$ cat src/rtl/compare_pkg.sv
// Shared types and sizing helpers for the chunk-serial magnitude comparator.
package compare_pkg;

    typedef enum logic [1:0] {
        IDLE = 2'd0,
        RUN  = 2'd1,
        DONE = 2'd2
    } state_t;

    function automatic int calc_nchunk(input int width, input int chunk);
        if (chunk < 1) begin
            return 1;
        end
        return width / chunk;
    endfunction

    // Index counter width, never narrower than one bit.
    function automatic int calc_idx_w(input int width, input int chunk);
        int n;
        n = calc_nchunk(width, chunk);
        return (n < 2) ? 1 : $clog2(n);
    endfunction

endpackage

$ cat src/rtl/compare_chunk.sv
// Combinational less-than / greater-than of one chunk pair, signed or unsigned.
module compare_chunk #(
    parameter int CHUNK = 16
) (
    input  logic [CHUNK-1:0] a,
    input  logic [CHUNK-1:0] b,
    input  logic             is_signed,
    output logic             lt,
    output logic             gt
);

    logic signed [CHUNK-1:0] a_s;
    logic signed [CHUNK-1:0] b_s;

    assign a_s = a;
    assign b_s = b;

    always_comb begin
        if (is_signed) begin
            lt = (a_s < b_s);
            gt = (a_s > b_s);
        end else begin
            lt = (a < b);
            gt = (a > b);
        end
    end

endmodule

$ cat src/rtl/compare_serial.sv
// Multi-cycle comparator: walks latched operands one chunk per cycle, MSB chunk
// first, and stops at the first unequal chunk.
module compare_serial
    import compare_pkg::*;
#(
    parameter int WIDTH = 64,
    parameter int CHUNK = 16
) (
    input  logic             clk,
    input  logic             rst,
    input  logic             start,
    input  logic             signed_mode,
    input  logic [WIDTH-1:0] A,
    input  logic [WIDTH-1:0] B,
    output logic             busy,
    output logic             done,
    output logic             LT,
    output logic             EQ,
    output logic             GT
);

    localparam int NCHUNK = calc_nchunk(WIDTH, CHUNK);
    localparam int IDX_W  = calc_idx_w(WIDTH, CHUNK);
    localparam logic [IDX_W-1:0] LAST_IDX = IDX_W'(NCHUNK - 1);

    if (CHUNK < 1 || (WIDTH % ((CHUNK < 1) ? 1 : CHUNK)) != 0) begin : g_bad_chunk
        $error("compare_serial: CHUNK must be >= 1 and divide WIDTH");
    end

    state_t           state;
    state_t           state_nxt;
    logic [WIDTH-1:0] a_q;
    logic [WIDTH-1:0] b_q;
    logic             signed_q;
    logic [IDX_W-1:0] idx;
    logic [WIDTH-1:0] a_shift;
    logic [WIDTH-1:0] b_shift;
    logic             chunk_signed;
    logic             chunk_lt;
    logic             chunk_gt;
    logic             accept;

    assign accept = (state == IDLE) && start;

    // Operands shift left each RUN cycle so the chunk under test is always on top.
    if (NCHUNK > 1) begin : g_shift
        assign a_shift = {a_q[WIDTH-CHUNK-1:0], {CHUNK{1'b0}}};
        assign b_shift = {b_q[WIDTH-CHUNK-1:0], {CHUNK{1'b0}}};
    end else begin : g_no_shift
        assign a_shift = a_q;
        assign b_shift = b_q;
    end

    // Only the sign-carrying MSB chunk is compared as two's complement.
    assign chunk_signed = signed_q && (idx == LAST_IDX);

    compare_chunk #(.CHUNK(CHUNK)) u_chunk (
        .a        (a_q[WIDTH-1 -: CHUNK]),
        .b        (b_q[WIDTH-1 -: CHUNK]),
        .is_signed(chunk_signed),
        .lt       (chunk_lt),
        .gt       (chunk_gt)
    );

    always_ff @(posedge clk) begin
        if (rst) begin
            state <= IDLE;
        end else begin
            state <= state_nxt;
        end
    end

    always_comb begin
        state_nxt = state;
        case (state)
            IDLE:    if (start) state_nxt = RUN;
            RUN:     if (chunk_lt || chunk_gt || idx == '0) state_nxt = DONE;
            DONE:    state_nxt = IDLE;
            default: state_nxt = IDLE;
        endcase
    end

    always_comb begin
        busy = (state != IDLE);
        done = (state == DONE);
    end

    always_ff @(posedge clk) begin
        if (accept) begin
            a_q      <= A;
            b_q      <= B;
            signed_q <= signed_mode;
        end else if (state == RUN) begin
            a_q <= a_shift;
            b_q <= b_shift;
        end
    end

    always_ff @(posedge clk) begin
        if (rst) begin
            idx <= '0;
        end else if (accept) begin
            idx <= LAST_IDX;
        end else if (state == RUN) begin
            idx <= idx - IDX_W'(1);
        end
    end

    always_ff @(posedge clk) begin
        if (rst) begin
            LT <= 1'b0;
            EQ <= 1'b0;
            GT <= 1'b0;
        end else if (state == RUN && state_nxt == DONE) begin
            LT <= chunk_lt;
            GT <= chunk_gt;
            EQ <= !(chunk_lt || chunk_gt);
        end
    end

endmodule
$ cat config.mk
export PLATFORM = sky130hd
export DESIGN_NAME = compare_serial
export DESIGN_NICKNAME = d
export VERILOG_FILES = /design/src/rtl/compare_pkg.sv /design/src/rtl/compare_chunk.sv /design/src/rtl/compare_serial.sv
export SDC_FILE = /design/constraint.sdc
export NUM_CORES = 1
export LEC_CHECK = 0
export ABC_AREA = 0
export CAP_MARGIN = 20
export CORE_MARGIN = 1
export CORE_UTILIZATION = 35
export CTS_CLUSTER_DIAMETER = 150
export DETAILED_ROUTE_END_ITERATION = 16
export PLACE_DENSITY = 0.71
export SLEW_MARGIN = 20
export SYNTH_ARGS = -nofsm -noshare
export SYNTH_HDL_FRONTEND = slang
export SYNTH_SLANG_ARGS = --single-unit
$ cat constraint.sdc
create_clock -name clk -period 6.6 [get_ports clk]
set_input_delay 1.98 -clock clk [delete_from_list [all_inputs] [get_ports clk]]
set_output_delay 1.98 -clock clk [all_outputs]
set_load 0.02 [all_outputs]
* After elaboration in Yosys (flattened, before gate mapping)
Index checks and enable logic that the tools add are counted.
Storage, ports and cells: register bits 136, output and inout port bits 5, word-level logic and storage cells 38, input bits 132
Cells by class: mux-type cells 11, add/sub/neg operators 1, reductions and logical operators 10, equal/unequal tests 4, order comparisons 4
Operators by type and width (number):
- $mux W64 | 4
- $gt A16 B16 Y1 | 2
- $lt A16 B16 Y1 | 2
- $mux W2 | 4
- $eq A2 B2 Y1 const B | 3
- $logic_not A2 Y1 | 2
- $pmux W2 S2 | 1
- $reduce_bool A2 Y1 | 2
- $logic_and A1 B1 Y1 | 3
- $eq A2 B1 Y1 const B | 1
- $logic_or A1 B1 Y1 | 2
- $mux W1 | 2
- $sub A2 B1 Y2 const B | 1
- $logic_not A1 Y1 | 1

* Longest topological paths before layout
depth in word-level cells 9, gate-level depth with buffers 8, gate-level depth less buffers 8

* Modules after synthesis
Synthesis repeated with hierarchy kept, for this count alone.
Unflattened totals: cells, all modules 371, area total of the unflattened synthesis 6023.3 um^2
By module, submodules not included:
- compare_serial | area an instance 5591.6 um^2, sequential area each 4013.8 um^2, times used 1, cells an instance 309
- compare_chunk | area an instance 431.7 um^2, sequential area each 0.0 um^2, times used 1, cells an instance 62

* Worst setup path before layout
No wires, ideal clock.
path kind input to register, start input start, end register a_q[0] (enable), stages 4, slack 0.739 ns, path buffers 2, setup time 1.114 ns, data required time 5.486 ns, arrival 4.747 ns, cells stage by stage nand2_1 > clkbuf_1 > clkbuf_1 > nand2_1
On the way: longest elaborated chain between the ends 2
Ends and longest elaborated chain:
- start: declaration | RTL line compare_serial.sv:11 | input logic start,
- $logic_and A1 B1 Y1 | RTL line compare_serial.sv:43 | assign accept = (state == IDLE) && start;
- $reduce_bool A2 Y1 (no source line)
- end signal: assignment | RTL line compare_serial.sv:94 | a_q <= a_shift;
- end: declaration | RTL line compare_serial.sv:32 | logic [WIDTH-1:0] a_q;
No other way between the ends. A chain may end at the register's enable or synchronous reset.

* Final worst setup path
start input start, end register a_q[5] (enable)
The elaborated chain is that of the path after synthesis.

==> impl_metrics.tcl <==
set metrics [dict create \
    p_per_area_nw_per_um2 292 \
    synth_edf_count 129 \
    postPlaceCellArea_um2 7660 \
    critical-path-top-delay-family "buffers and inverters" \
    start_kind "primary input" \
    setup_viol 0 \
    nets 858 \
    final_max_slew_viol_count 0 \
    seq_power_share_pct 45.5 \
    clockBufferDepth 2 \
    max_slew.worst_pin.slew_ns 0.703 \
    synthArstFlopShare_pct 0 \
    drtIter0Drc 284 \
    p_leak_uw 0.00358 \
    crit_slowest_cell "nand2_4" \
    syn_avg_cell_area_um2 10.5 \
    path_max_fanout 52 \
    power_switching_uw 564 \
    hold_path.class "reg2reg" \
    ios 137 \
    end_kind "register" \
    crit_chain "clkdlybuf4s50_1, buf_4, nand2_4, nand2_4, buf_4" \
    grt_pass1_wl_um 21300 \
    period_share_pct 59.4 \
    seq_area_frac_synth_pct 66.6 \
    drc 0 \
    synth_flop_cell "edfxtp_1" \
    ant_nets 0 \
    cts_tree "built" \
    synth.most_common_cell "nand2_1" \
    clk_latency_ns 0.42 \
    yosysUniqueCellTypes 31 \
    wl_per_cell_um 14.2 \
    ir_drop_mv 0.177 \
    fmax_ghz 0.255 \
    comb_power_share_pct 13.6 \
    arrival_ns 4.03 \
    place_congestion 0.783 \
    crit_type "in2reg" \
    die_w_um 133 \
    outcome "finished, final reports clean" \
    dp_hpwl_um 9510 \
    crit_buf_inv 3 \
    first_pass_iters 4 \
    drive_gt1_share_pct 6.52 \
    vias 4218 \
    area_growth_pct 37.7 \
    drv_cap 0 \
    grt_setup_unrepaired "no" \
    diodes 0 \
    synthTopCellsByCount "nand2_1 (299), edfxtp_1 (129), and3_1 (32)" \
    finalCoreUtilization_pct 49.6 \
    core_um2 16700 \
    syn_inst 574 \
    hold_viol 0 \
    cts-root-buf "clkbuf_16" \
    post_cts_resized 0 \
    cts.sinks 136 \
    antenna_found_initial 0 \
    synth_top_cell_by_area "edfxtp_1" \
    power_frac_clock_pct 40.9 \
    postCtsSetupBuffers 0 \
    max_slew_margin_pct 53.1 \
    core.rowCount 47 \
    netlist_top_cells_area "edfxtp_1 (64%), nand2_1 (19%), ha_1 (3.7%)" \
    wl_um 13400 \
    die-area_um2 17700 \
    die_h_um 133 \
    synth-seq-cells 136 \
    synthesis.area_um2 6020 \
    critPathLaunch "start" \
    grt_start_max_net_pins 66 \
    setup_tns_ns 0 \
    cts-buffers-inserted 17 \
    p_int_uw 1860 \
    worstReg2RegStart "state[1]" \
    crit_required_ns 6.71 \
    yosysWarnings 0 \
    fin_area_um2 8290 \
    cts_hold_buf 0 \
    max_stage_delay_ns 0.63 \
    synth_top_area_share_pct 64.3 \
    initial_utilization_pct 36.1 \
    grt_usage_pct 16.1 \
    clock_skew_ns 0.0134 \
    min_period_ns 3.92 \
    sw_frac_of_total_pct 23.2 \
    numPortBuffers 136 \
    hold_start "LT" \
    clk_pin_slew_ns 0.06 \
    overflow 0 \
    cts-htree-levels 4 \
    syn_nets 724 \
    routed_via_density 4.48 \
    grt_pass1_vias 4332 \
]
==> registers in the layout, indices dropped and copies added, names as in the netlist <==
name and flops:
b_q 64, signed_q 1, EQ 1, LT 1, state 2, a_q 64
GT 1, idx 2
==> cell type report <==
class / instances / area [um^2]
fillers: 1519 / 8410
flip-flops and latches: 136 / 4010
multi-input cells: 390 / 1850
repair buffers: 143 / 1450
clock buffers: 17 / 425
well taps: 220 / 275
clock inverters: 15 / 204
inverters: 20 / 75.1
==> cell families (layout without fill, tap and decap cells) <==
logic type | Yosys count | after routing | share of synthesized area, %
adder cells (fa/ha/maj) | 18 | 18 | 3.74
AND/OR/NAND/NOR | 349 | 349 | 23.8
XOR/XNOR | 2 | 2 | 0.602
AO/OA/AOI/OAI | 21 | 21 | 2.22
flip-flops | 136 | 136 | 66.6
buffers and inverters | 48 | 195 | 2.99
==> worst min-delay path, cell delays in order (launching register included) <==
cell	delay, ns
dfxtp_1	0.31
o21ai_0	0.07
o2bb2ai_1	0.07
==> power by group through the flow <==
| stage | clock network [uW] | logic, uW | registers [uW] |
|---|---|---|---|
| 2_1_floorplan | 0 | 182 | 1120 |
| 3_3_place_gp | 0 | 324 | 1120 |
| 3_5_place_dp | 0 | 332 | 1120 |
| 4_1_cts | 1010 | 335 | 1100 |
| 5_1_grt | 1040 | 371 | 1110 |
| 6_report | 993 | 329 | 1100 |
==> routing by layer <==
layer | vias up | global-route usage, % | share of wire [%]
met5 | - | 0 | 0
li1 | 2186 | - | -
met3 | 16 | 4.11 | 3.7
met2 | 97 | 28.1 | 53
met1 | 1919 | 18.6 | 41
met4 | 0 | 7.13 | 2.0
==> cell usage in the layout (no fill, tap or decap), types with 2 or more instances in the layout <==
cell               n
dfxtp_1            7
clkdlybuf4s50_1  136
o21ai_0            2
clkbuf_16         17
buf_4              4
clkinvlp_4         4
buf_12             3
clkinv_2           2
ha_1              18
nand3_1            2
nand4_1            2
nor2b_1            3
nor2_1             4
inv_1             19
and3_1            32
nand2_4            2
nor3_1             2
clkinv_4           5
bufinv_16          4
a21oi_1           10
edfxtp_1         129
nand2_1          297
==> worst paths after layout <==
path,depth (start not counted),endpoint,slack [ns]
hold reg to reg,2,LT,0.49
setup reg to reg,5,a_q[5],4.17
setup / recovery,5,a_q[5],2.68
hold / removal,2,LT,0.49
==> per-stage QoR <==
stage | cells | hold WS (ns) | total power, uW | setup slack, ns
final | 941 | 0.487 | 2430 | 2.68
after floorplan | 574 | 0.491 | 1300 | 0.739
after global routing | 941 | 0.516 | 2530 | 2.49
after global placement | 909 | 0.473 | 1440 | 2.27
after detailed placement | 909 | 0.484 | 1450 | 2.23
after CTS | 941 | 0.489 | 2450 | 2.68
(Power assumes the default switching activity.)
